===== src/rtl/muldiv_unit_pkg.sv =====
// -----------------------------------------------------------------------------
// muldiv_unit_pkg
// Shared types and helpers for the multi-cycle multiply/divide unit.
//   - muldiv_op_t : 4-bit operation encoding driven by the execute pipe
//   - md_state_t  : control FSM state encoding
//   - WLEN        : width of the "W" (word) operations
//   - op_is_*     : operation class decoders used by the unit
// -----------------------------------------------------------------------------
package muldiv_unit_pkg;

    localparam int WLEN = 32;

    typedef enum logic [3:0] {
        MD_MUL   = 4'd0,
        MD_DIV   = 4'd1,
        MD_DIVU  = 4'd2,
        MD_REM   = 4'd3,
        MD_REMU  = 4'd4,
        MD_MULW  = 4'd5,
        MD_DIVW  = 4'd6,
        MD_DIVUW = 4'd7,
        MD_REMW  = 4'd8,
        MD_REMUW = 4'd9
    } muldiv_op_t;

    typedef enum logic [1:0] {
        S_IDLE = 2'd0,
        S_BUSY = 2'd1,
        S_DONE = 2'd2
    } md_state_t;

    // Word op: 32-bit operands, result sign-extended to XLEN
    function automatic logic op_is_w(input muldiv_op_t op);
        logic r;
        case (op)
            MD_MULW, MD_DIVW, MD_DIVUW, MD_REMW, MD_REMUW: r = 1'b1;
            default:                                       r = 1'b0;
        endcase
        return r;
    endfunction

    // Multiply op (low half of the product)
    function automatic logic op_is_mul(input muldiv_op_t op);
        logic r;
        case (op)
            MD_MUL, MD_MULW: r = 1'b1;
            default:         r = 1'b0;
        endcase
        return r;
    endfunction

    // Signed divide/remainder op
    function automatic logic op_is_signed(input muldiv_op_t op);
        logic r;
        case (op)
            MD_DIV, MD_REM, MD_DIVW, MD_REMW: r = 1'b1;
            default:                          r = 1'b0;
        endcase
        return r;
    endfunction

    // Remainder op (returns remainder instead of quotient)
    function automatic logic op_is_rem(input muldiv_op_t op);
        logic r;
        case (op)
            MD_REM, MD_REMU, MD_REMW, MD_REMUW: r = 1'b1;
            default:                            r = 1'b0;
        endcase
        return r;
    endfunction

endpackage


===== src/rtl/muldiv_unit_div_step.sv =====
// -----------------------------------------------------------------------------
// muldiv_div_step
// One combinational restoring-division step. The partial remainder is shifted
// left with the next dividend bit; if the divisor fits, it is subtracted and
// the quotient bit is 1, otherwise the shifted value is kept (restored).
// Ports:
//   i_rem     : current partial remainder (always < divisor)
//   i_bit     : next dividend bit, MSB first
//   i_divisor : divisor magnitude
//   o_rem     : next partial remainder
//   o_qbit    : quotient bit produced by this step
// -----------------------------------------------------------------------------
module muldiv_div_step #(
    parameter int XLEN = 64
) (
    input  logic [XLEN-1:0] i_rem,
    input  logic            i_bit,
    input  logic [XLEN-1:0] i_divisor,
    output logic [XLEN-1:0] o_rem,
    output logic            o_qbit
);

    // Shifted remainder needs one extra bit: it can reach 2*divisor-1.
    logic [XLEN:0] w_shift;
    logic [XLEN:0] w_diff;

    // Trial subtraction; the top bit of the difference is the borrow.
    always_comb begin
        w_shift = {i_rem, i_bit};
        w_diff  = w_shift - {1'b0, i_divisor};
        if (w_diff[XLEN]) begin
            o_qbit = 1'b0;
            o_rem  = w_shift[XLEN-1:0];
        end else begin
            o_qbit = 1'b1;
            o_rem  = w_diff[XLEN-1:0];
        end
    end

endmodule


===== src/rtl/muldiv_unit.sv =====
// -----------------------------------------------------------------------------
// muldiv_unit
// Multi-cycle integer multiply/divide unit for the execute stage. One operation
// in flight at a time; valid/ready on both sides; registered result and tag.
// Division is restoring radix-2 (one bit per cycle). Multiplication is
// MSB-first shift-add over the same registers, or single-cycle when the
// MULDIV_FASTMUL_EN macro is defined. W ops work on the low 32 bits and
// sign-extend the 32-bit result.
//
// Configuration macro: MULDIV_FASTMUL_EN (single-cycle MUL/MULW when defined)
//
// Ports:
//   clk, reset              : clock, asynchronous active-high reset
//   flush                   : synchronous cancel of any in-flight op
//   in_valid/in_ready       : request handshake
//   in_op, in_a, in_b       : operation and operands
//   in_tag                  : opaque tag echoed on out_tag
//   out_valid/out_ready     : response handshake
//   out_result, out_tag     : registered result and tag
//   busy                    : unit is not idle
// -----------------------------------------------------------------------------
module muldiv_unit
    import muldiv_unit_pkg::*;
#(
    parameter int XLEN  = 64,
    parameter int TAG_W = 5
) (
    input  logic             clk,
    input  logic             reset,
    input  logic             flush,
    input  logic             in_valid,
    output logic             in_ready,
    input  muldiv_op_t       in_op,
    input  logic [XLEN-1:0]  in_a,
    input  logic [XLEN-1:0]  in_b,
    input  logic [TAG_W-1:0] in_tag,
    output logic             out_valid,
    input  logic             out_ready,
    output logic [XLEN-1:0]  out_result,
    output logic [TAG_W-1:0] out_tag,
    output logic             busy
);

    localparam int              CNT_W  = $clog2(XLEN + 1);
    localparam int              WSHIFT = XLEN - WLEN;
    localparam logic [XLEN-1:0] ZERO   = {XLEN{1'b0}};
    localparam logic [XLEN-1:0] ALL1   = {XLEN{1'b1}};
    localparam logic [XLEN-1:0] XMIN   = {1'b1, {(XLEN-1){1'b0}}};

    // Extend the low WLEN bits to XLEN, signed or unsigned.
    function automatic logic [XLEN-1:0] ext_w(input logic [XLEN-1:0] v, input logic sgn);
        logic [XLEN-1:0] r;
        r = v;
        for (int i = WLEN; i < XLEN; i++) begin
            r[i] = sgn ? v[WLEN-1] : 1'b0;
        end
        return r;
    endfunction

    // Format a result at the op width (W ops sign-extend bit 31).
    function automatic logic [XLEN-1:0] fit_op(input logic [XLEN-1:0] v, input logic is_w);
        return is_w ? ext_w(v, 1'b1) : v;
    endfunction

    // ---------------- state and datapath registers ----------------
    md_state_t        r_state;
    md_state_t        w_state_next;
    logic             r_out_valid;
    logic             r_busy;
    logic [CNT_W-1:0] r_cnt;
    logic [XLEN-1:0]  r_rem;       // partial remainder / product accumulator
    logic [XLEN-1:0]  r_quot;      // dividend (quotient shifts in) / multiplier
    logic [XLEN-1:0]  r_divisor;   // divisor magnitude / multiplicand
    muldiv_op_t       r_op;
    logic             r_neg_q;
    logic             r_neg_r;
    logic [XLEN-1:0]  r_out_result;
    logic [TAG_W-1:0] r_out_tag;

    // ---------------- acceptance-side decode ----------------
    logic             w_in_ready;
    logic             w_accept;
    logic             w_op_w;
    logic             w_op_mul;
    logic             w_op_signed;
    logic             w_op_rem;
    logic [XLEN-1:0]  w_a_ext;
    logic [XLEN-1:0]  w_b_ext;
    logic             w_a_neg;
    logic             w_b_neg;
    logic [XLEN-1:0]  w_a_mag;
    logic [XLEN-1:0]  w_b_mag;
    logic             w_b_zero;
    logic             w_ovf;
    logic [XLEN-1:0]  w_min_op;
    logic             w_short;
    logic [XLEN-1:0]  w_short_res;
    logic [XLEN-1:0]  w_load_quot;
    logic [XLEN-1:0]  w_load_div;
    logic [CNT_W-1:0] w_load_cnt;
`ifdef MULDIV_FASTMUL_EN
    logic [XLEN-1:0]  w_prod;
`endif

    // ---------------- iteration-side signals ----------------
    logic [XLEN-1:0]  w_step_rem;
    logic             w_step_q;
    logic [XLEN-1:0]  w_acc_next;
    logic [XLEN-1:0]  w_q_final;
    logic [XLEN-1:0]  w_q_signed;
    logic [XLEN-1:0]  w_r_signed;
    logic [XLEN-1:0]  w_iter_res;

    assign w_accept = in_valid & w_in_ready;

    // Decode the incoming request: magnitudes, signs, special cases, load values.
    always_comb begin
        w_op_w      = op_is_w(in_op);
        w_op_mul    = op_is_mul(in_op);
        w_op_signed = op_is_signed(in_op);
        w_op_rem    = op_is_rem(in_op);

        w_a_ext  = w_op_w ? ext_w(in_a, w_op_signed) : in_a;
        w_b_ext  = w_op_w ? ext_w(in_b, w_op_signed) : in_b;
        w_a_neg  = w_op_signed & w_a_ext[XLEN-1];
        w_b_neg  = w_op_signed & w_b_ext[XLEN-1];
        // For a signed W op the magnitude is at most 2^31, so the upper bits
        // are clear and the value can be pre-shifted to the top below.
        w_a_mag  = w_a_neg ? (ZERO - w_a_ext) : w_a_ext;
        w_b_mag  = w_b_neg ? (ZERO - w_b_ext) : w_b_ext;

        w_min_op = w_op_w ? (ALL1 << (WLEN - 1)) : XMIN;
        w_b_zero = (w_b_ext == ZERO);
        w_ovf    = w_op_signed & (w_a_ext == w_min_op) & (w_b_ext == ALL1);

        w_short     = 1'b0;
        w_short_res = ZERO;
        if (w_op_mul) begin
`ifdef MULDIV_FASTMUL_EN
            // Low 32 bits of the full product equal the 32x32 product.
            w_prod      = in_a * in_b;
            w_short     = 1'b1;
            w_short_res = fit_op(w_prod, w_op_w);
`else
            w_short     = 1'b0;
            w_short_res = ZERO;
`endif
        end else if (w_b_zero) begin
            w_short     = 1'b1;
            w_short_res = w_op_rem ? fit_op(in_a, w_op_w) : ALL1;
        end else if (w_ovf) begin
            w_short     = 1'b1;
            w_short_res = w_op_rem ? ZERO : w_min_op;
        end else begin
            w_short     = 1'b0;
            w_short_res = ZERO;
        end

        // Word operands are parked in the top half so the MSB-first iteration
        // consumes exactly 32 bits.
        w_load_quot = w_op_mul ? w_b_ext : w_a_mag;
        if (w_op_w) begin
            w_load_quot = w_load_quot << WSHIFT;
        end else begin
            w_load_quot = w_load_quot;
        end
        w_load_div = w_op_mul ? in_a : w_b_mag;
        w_load_cnt = w_op_w ? CNT_W'(WLEN) : CNT_W'(XLEN);
    end

    muldiv_div_step #(
        .XLEN (XLEN)
    ) u_div_step (
        .i_rem     (r_rem),
        .i_bit     (r_quot[XLEN-1]),
        .i_divisor (r_divisor),
        .o_rem     (w_step_rem),
        .o_qbit    (w_step_q)
    );

    // Per-cycle multiply step and the final sign fix-up of the last iteration.
    always_comb begin
        w_acc_next = {r_rem[XLEN-2:0], 1'b0} + (r_quot[XLEN-1] ? r_divisor : ZERO);
        w_q_final  = {r_quot[XLEN-2:0], w_step_q};
        w_q_signed = r_neg_q ? (ZERO - w_q_final) : w_q_final;
        w_r_signed = r_neg_r ? (ZERO - w_step_rem) : w_step_rem;
        if (op_is_mul(r_op)) begin
            w_iter_res = fit_op(w_acc_next, op_is_w(r_op));
        end else if (op_is_rem(r_op)) begin
            w_iter_res = fit_op(w_r_signed, op_is_w(r_op));
        end else begin
            w_iter_res = fit_op(w_q_signed, op_is_w(r_op));
        end
    end

    // Next-state logic; flush overrides everything and blocks acceptance.
    always_comb begin
        w_state_next = r_state;
        w_in_ready   = 1'b0;
        if (flush) begin
            w_state_next = S_IDLE;
        end else begin
            case (r_state)
                S_IDLE: begin
                    w_in_ready = 1'b1;
                    if (in_valid) begin
                        w_state_next = w_short ? S_DONE : S_BUSY;
                    end else begin
                        w_state_next = S_IDLE;
                    end
                end
                S_BUSY: begin
                    if (r_cnt == CNT_W'(1)) begin
                        w_state_next = S_DONE;
                    end else begin
                        w_state_next = S_BUSY;
                    end
                end
                S_DONE: begin
                    if (out_ready) begin
                        w_state_next = S_IDLE;
                    end else begin
                        w_state_next = S_DONE;
                    end
                end
                default: begin
                    w_state_next = S_IDLE;
                end
            endcase
        end
    end

    // State register plus registered status outputs derived from next state.
    always_ff @(posedge clk or posedge reset) begin
        if (reset) begin
            r_state     <= S_IDLE;
            r_out_valid <= 1'b0;
            r_busy      <= 1'b0;
        end else begin
            r_state     <= w_state_next;
            r_out_valid <= (w_state_next == S_DONE);
            r_busy      <= (w_state_next != S_IDLE);
        end
    end

    // Operand latch, iteration registers, and result/tag capture.
    always_ff @(posedge clk or posedge reset) begin
        if (reset) begin
            r_cnt        <= {CNT_W{1'b0}};
            r_rem        <= ZERO;
            r_quot       <= ZERO;
            r_divisor    <= ZERO;
            r_op         <= MD_MUL;
            r_neg_q      <= 1'b0;
            r_neg_r      <= 1'b0;
            r_out_result <= ZERO;
            r_out_tag    <= {TAG_W{1'b0}};
        end else if (flush) begin
            r_cnt <= {CNT_W{1'b0}};
        end else begin
            case (r_state)
                S_IDLE: begin
                    if (w_accept) begin
                        r_op      <= in_op;
                        r_out_tag <= in_tag;
                        r_neg_q   <= w_a_neg ^ w_b_neg;
                        r_neg_r   <= w_a_neg;
                        r_rem     <= ZERO;
                        r_quot    <= w_load_quot;
                        r_divisor <= w_load_div;
                        if (w_short) begin
                            r_cnt        <= {CNT_W{1'b0}};
                            r_out_result <= w_short_res;
                        end else begin
                            r_cnt <= w_load_cnt;
                        end
                    end
                end
                S_BUSY: begin
                    r_rem  <= op_is_mul(r_op) ? w_acc_next : w_step_rem;
                    r_quot <= {r_quot[XLEN-2:0], w_step_q};
                    r_cnt  <= r_cnt - CNT_W'(1);
                    if (r_cnt == CNT_W'(1)) begin
                        r_out_result <= w_iter_res;
                    end
                end
                S_DONE: begin
                    r_cnt <= r_cnt;
                end
                default: begin
                    r_cnt <= {CNT_W{1'b0}};
                end
            endcase
        end
    end

    assign in_ready   = w_in_ready;
    assign out_valid  = r_out_valid;
    assign busy       = r_busy;
    assign out_result = r_out_result;
    assign out_tag    = r_out_tag;

endmodule


===== config.mk =====
export PLATFORM = sky130hd
export DESIGN_NAME = muldiv_unit
export DESIGN_NICKNAME = d
export VERILOG_FILES = /design/src/rtl/muldiv_unit_pkg.sv /design/src/rtl/muldiv_unit_div_step.sv /design/src/rtl/muldiv_unit.sv
export SDC_FILE = /design/constraint.sdc
export NUM_CORES = 2
export LEC_CHECK = 0
export CORE_MARGIN = 10
export CORE_UTILIZATION = 30
export CTS_CLUSTER_DIAMETER = 30
export DETAILED_ROUTE_END_ITERATION = 8
export PLACE_DENSITY = 0.43
export SYNTH_ARGS = -nofsm -noshare
export SYNTH_HDL_FRONTEND = slang
export SYNTH_SLANG_ARGS = --single-unit

===== constraint.sdc =====
create_clock -name clk -period 10.23 [get_ports clk]
set_input_delay 1.023 -clock clk [delete_from_list [all_inputs] [get_ports clk]]
set_output_delay 1.023 -clock clk [all_outputs]
set_load 0.01 [all_outputs]

# After elaboration in Yosys (flattened, before gate mapping)
# Index checks and enable logic that the tools add are counted.
# word_totals
ff_bits	278
latch_bits	0
mem_bits_rw	0
mem_bits_ro	0
in_bits	142
output_inout_bits	72
elab_cells	135
mem_count	0
# op_classes
addsub	7
multipliers	0
div_mod_pow	0
n_lt_le_gt_ge	0
n_eq_ne	26
shifts	0
muxes	66
n_bitwise	7
n_reduce_logical	17
# op_table
cell	count
$mux 64	28
$pmux 64 s2	3
$sub 1x64->64 const A	4
$sub 65x64->65	1
$add 64x64->64	1
$eq 64x64->1	1
$eq 64x64->1 const B	1
$logic_not 64->1	1
$mux 63	1
$eq 4x3->1 const B	8
$mux 7	4
$mux 1	23
$pmux 7 s3	1
$eq 4x4->1 const B	4
$reduce_or 4->1	3
$mux 2	5
$reduce_or 5->1	2
$eq 4x2->1 const B	2
$logic_not 4->1	2
$ne 2x2->1 const B	4
$eq 7x1->1 const B	1
$sub 7x1->7 const B	1
$pmux 2 s3	1
$reduce_and 3->1	2
12 further kinds	19

# Logic depth before layout (Yosys ltp)
# depth
ltp_word	16
mapped_depth	33
mapped_depth_nobuf	25

# Modules after synthesis
# Synthesis repeated with hierarchy kept, for this count alone.
# unflattened
cells_unflattened	4373
area_unflattened_um2	30823.3
# by_module_without_submodules
mod	instances	cells_per_inst	area_per_inst_um2	seq_area_each_um2
muldiv_unit	1	3586	26132.6	6956.7
muldiv_div_step	1	787	4690.7	0.0

# Worst setup path after synthesis
# OpenSTA, ideal clock, no wires.
# synth_path
path_type	reg2reg
start	reg r_quot[63]
end	reg r_out_result[48] (netlist: out_result[48])
setup_time_ns	0.073
t_arrival_ns	6.522
required_ns	10.157
slack_ns	3.635
stages_incl_launch_ff	32
path_buffers	8
synth_period_minus_slack_ns	6.595
path_cell_list	dfrtp_1 > inv_1 > clkbuf_1 > clkbuf_1 > ha_1 > fa_1 > nor2b_1 > o31ai_2 > a31o_2 > o211ai_2 > a21o_1 > buf_6 > a211oi_4 > xnor2_4 > inv_2 > buf_6 > buf_6 > buf_4 > buf_4 > buf_2 > a21oi_1 > ha_1 > nand2_1 > or4_1 > nor3_1 > mux2_2 > o2111ai_2 > or4b_1 > nor3b_1 > o21ai_1 > o211ai_1 > a21oi_2
# synth_via
elab_chain_len	9
word_cells_on_any_way	16
classes_between	add/sub: 4; mux: 12
# synth_lines
element	line_no	text
start: declaration	muldiv_unit.sv:72	logic [XLEN-1:0] r_quot;
start signal: assignment	muldiv_unit.sv:269	r_quot <= w_load_quot;
start signal: assignment	muldiv_unit.sv:281	r_quot <= {r_quot[XLEN-2:0], w_step_q};
$sub 65x64->65	muldiv_unit_div_step.sv:30	w_diff = w_shift - {1'b0, i_divisor};
$mux 1 or $mux 64 (tied branches)	muldiv_unit_div_step.sv:31	if (w_diff[XLEN]) begin
$sub 1x64->64 (on tied branches)	muldiv_unit.sv:185, muldiv_unit.sv:186	
$mux 64 (on tied branches)	muldiv_unit.sv:185, muldiv_unit.sv:186	
$mux 64	muldiv_unit.sv:62	return is_w ? ext_w(v, 1'b1) : v;
$mux 64	muldiv_unit.sv:189	end else if (op_is_rem(r_op)) begin
$mux 64 (*)	muldiv_unit.sv:187	if (op_is_mul(r_op)) begin
$mux 64 (*)	muldiv_unit.sv:283	if (r_cnt == CNT_W'(1)) begin
$pmux 64 s2 (*)	muldiv_unit.sv:261	case (r_state)
end signal: assignment	muldiv_unit.sv:273	r_out_result <= w_short_res;
end signal: assignment	muldiv_unit.sv:284	r_out_result <= w_iter_res;
end: declaration	muldiv_unit.sv:77	logic [XLEN-1:0] r_out_result;
# Mark *: on every way between the ends. The rest lies on a longest branch, timed or not. The select of a mux whose other input is x is not followed.
# A chain may end at the register's enable or synchronous reset.

# Worst setup path in the final report
# layout_path
start	reg r_quot[63]
end	reg r_out_result[58] (netlist: out_result[58])
# The elaborated chain is that of the path after synthesis.

==> metrics.md <==
| Metric | Value |
|---|---|
| Unrepaired setup endpoints after global routing | `false` |
| Vias in the first global route | `between 30000 and 40000` |
| CP Max Fanout | `42` |
| CP required | `~11000 ps` |
| Wirelength per Cell | `about 28 µm` |
| Row count | `119` |
| Worst skew pair latency | `between 600 and 700 ps` |
| Worst Max-Slew Pin Slew | `~1500 ps` |
| Final nets | `a little under 5000` |
| Placed Instances | `5881` |
| Die area | `120100 µm²` |
| Antenna violations before repair | `10` |
| Worst path cell trace | `inv_2, ha_1, fa_1, nor2b_1, o31ai_2, a31o_2, o211ai_2, a21o_1, a211oi_4, xnor2_4, clkinv_2, a21oi_1, ha_1, nand2_1, or4_1, nor3_1, mux2_2, o21ai_0, nor4_2, a41oi_1, xor2_1, o21ai_0, a22o_1` |
| Clk buf depth | `3` |
| Gpl congestion | `about 0.97` |
| Total grt overflow | `0` |
| Hold Vio Cnt, Final | `0` |
| PostCTS Resize Cnt | `0` |
| Static leakage | `15.30 nW` |
| DRC errors left | `0` |
| Final setup vio count | `0` |
| Async SR Flop Fraction | `100.0%` |
| Clock tree sinks | `278` |
| Sequential cell area | `6959 µm²` |
| Clock-pin transition on the worst setup and hold timing paths | `40 ps` |
| Slowest stage cell, crit path | `nor4_2` |
| Synth area leader | `dfrtp_1` |
| Critical Path End Type | `flip-flop` |
| Synth Instances | `4526` |
| EDFF count, synth | `0` |
| CTS Hold Bufs | `0` |
| Top achievable clock speed | `131.8 MHz` |
| Non-filler cells, final | `6060` |
| Cell area power density | `between 200 and 300 nW/µm²` |
| ANT nets after route | `0` |
| Initial Utilization | `between 30% and 40%` |
| Multi-input gate area | `23460 µm²` |
| VDD IR max | `~0.00016 V` |
| Die Y | `346.6 µm` |
| Post-Syn Area | `32000 µm²` |
| Tot Pwr | `around 11 mW` |
| Post-synthesis register bit count | `approximately 280` |
| Die width | `346.6 µm` |
| Total Wirelength | `170300 µm` |
| Max-slew violations | `0` |
| Hold Crit Class | `reg -> reg` |
| Post-CTS setup buffer count | `0` |
| Yosys Warn Count | `0` |
| Synth Net Count | `4804` |
| Clock Root Buffer | `clkbuf_16` |
| Most frequent cells in the layout | `nand2_1, nor2_1, o21ai_0` |
| First-pass iteration count of the detailed router | `5` |
| Final setup skew | `29.47 ps` |
| Maxcap violations | `0` |
| Detail Placement HPWL | `133800 µm` |
| First-pass GRT wire length | `roughly 250000 µm` |
| Ranking of synthesized cells by area | `dfrtp_1, o21ai_0, a21oi_1` |
| Ratio of cells with drive above 1 in the final layout | `7.115%` |
| Outcome | `complete, no violations` |
| Post-synth top flop | `dfrtp_1` |
| Via count | `36540` |
| Area grow syn2layout | `20.67%` |
| Gr usage total | `approximately 27%` |
| Largest net degree at the start of global routing | `107` |
| Number of vias per cell | `6.030` |
| CP Launch Type | `flip-flop` |
| Slew margin rel. | `between 2 and 2.5%` |
| Top cell type's share of synthesized area | `21.74%` |
| Filler instances | `~11000` |
| Final period util | `74.18%` |
| Core ar. | `~110000 µm²` |
| Most common cell after layout, fill and taps aside | `nand2_1` |
| Critical path arrival | `8170 ps` |
| PortBufs | `around 210` |
| Ports | `214` |
| Setup TNS | `0 ps` |
| WS Path Type | `reg -> reg` |
| Tmin final | `7589 ps` |
| Synthesized area per cell | `7.069 µm²` |
| H-tree level count | `3` |
| TritonCTS clock tree | `done` |
| CP max stage delay | `between 700 and 800 ps` |
| Initial DRC Count | `approximately 4300` |
| Sequential share of the synthesized area | `21.74%` |
| CTS Buf Count | `100` |
| Synth cell types | `104` |
[state kept, by name, summed over array words and instances, names as in the netlist]
name        flops
out_valid       1
r_op            4
busy            1
out_result     64
out_tag         5
r_neg_q         1
r_state         2
r_divisor      64
r_neg_r         1
r_quot         64
r_cnt           7
r_rem          64
[worst max-delay path: cells and delay by family, from the launching register on]
family          cells  cell delay, ps
compound gates     10            2770
simple gates        5            1890
fa+ha+maj           3             930
buf+inv             2             670
flops               1             460
xor+xnor            2             460
mux                 1             250
[worst paths after layout]
| check | startpoint | end | slack (ps) | cells past startpoint |
|---|---|---|---|---|
| worst min-delay path | r_divisor[11]$_DFFE_PP0P_ | r_divisor[11]$_DFFE_PP0P_ | 480 | 2 |
| worst min register to register | r_divisor[11]$_DFFE_PP0P_ | r_divisor[11]$_DFFE_PP0P_ | 480 | 2 |
| max in group asynchronous | reset | r_rem[46]$_DFFE_PP0P_ | 7090 | 4 |
| worst max-delay path | r_quot[63]$_DFFE_PP0P_ | out_result[58]$_DFFE_PP0P_ | 2640 | 23 |
| worst max register to register | r_quot[63]$_DFFE_PP0P_ | out_result[58]$_DFFE_PP0P_ | 2640 | 23 |
| min in group asynchronous | reset | out_valid$_DFF_PP0_ | 860 | 2 |
[layer usage]
| layer | share of wire [%] | vias up | wire, µm | global-route usage (%) |
|---|---|---|---|---|
| met5 | 0.014 | - | 23 | 0 |
| met4 | 3.2 | 4 | 5479 | 8.830 |
| met3 | 7.8 | 208 | 13350 | 5.079 |
| met2 | 42 | 1597 | 70970 | 39.04 |
| met1 | 47 | 17860 | 80450 | 39.35 |
| li1 | - | 16870 | - | - |
[power breakdown]
group | leakage [nW] | internal (mW) | switching [mW] | total [mW]
clock | 1.66 | 2.19 | 0.874 | 3.07
combinational | 10.1 | 1.90 | 3.89 | 5.79
sequential | 3.53 | 1.35 | 0.373 | 1.72
[cells by family after synthesis]
logic type	after synthesis	share of synthesized area, %
buf+inv	429	5.322
simple gates	1692	25.08
compound gates	1622	31.85
xor+xnor	285	7.860
fa+ha+maj	136	5.365
mux	84	2.776
flops	278	21.74
[Yosys cell counts, drive strengths merged (25+ instances only)]
cell type	instances
xnor2	159
nor2	503
xor2	126
or3	90
clkbuf	259
nand3	87
inv	119
a221oi	54
nand4	73
buf	51
and3	32
or4	27
nor3	143
nor4	63
o211ai	73
o21a	34
a211oi	63
o21ai	502
nand2	512
ha	134
mux2i	62
o31ai	58
nand2b	35
nor2b	25
dfrtp	278
a21o	73
a31oi	68
a21oi	441
[metrics by stage]
stage / hold WS (ps) / cell area (µm²) / worst slack [ps] / utilization, %
detailed placement: 470.9 / 35210 / 2722 / 33.36
global route: 493.7 / 38600 / 2240 / 36.57
floorplan: 448.5 / 32000 / 1542 / -
global placement: 463.1 / 35210 / 2916 / 33.36
CTS: 478.8 / 38600 / 2686 / 36.57
finish: 476.8 / 38610 / 2641 / 36.57
[cell type report]
class / instances / area share [%]
clock buffer: 155 / 7.878
clock inverter: 21 / 0.8977
sequential: 278 / 18.02
antenna: 3 / 0.01944
timing repair buffer: 274 / 6.741
multi-input combinational: 3819 / 60.75
tap: 1391 / 4.508
inverter: 119 / 1.180
Note: power is estimated with default switching activity, not from simulation.
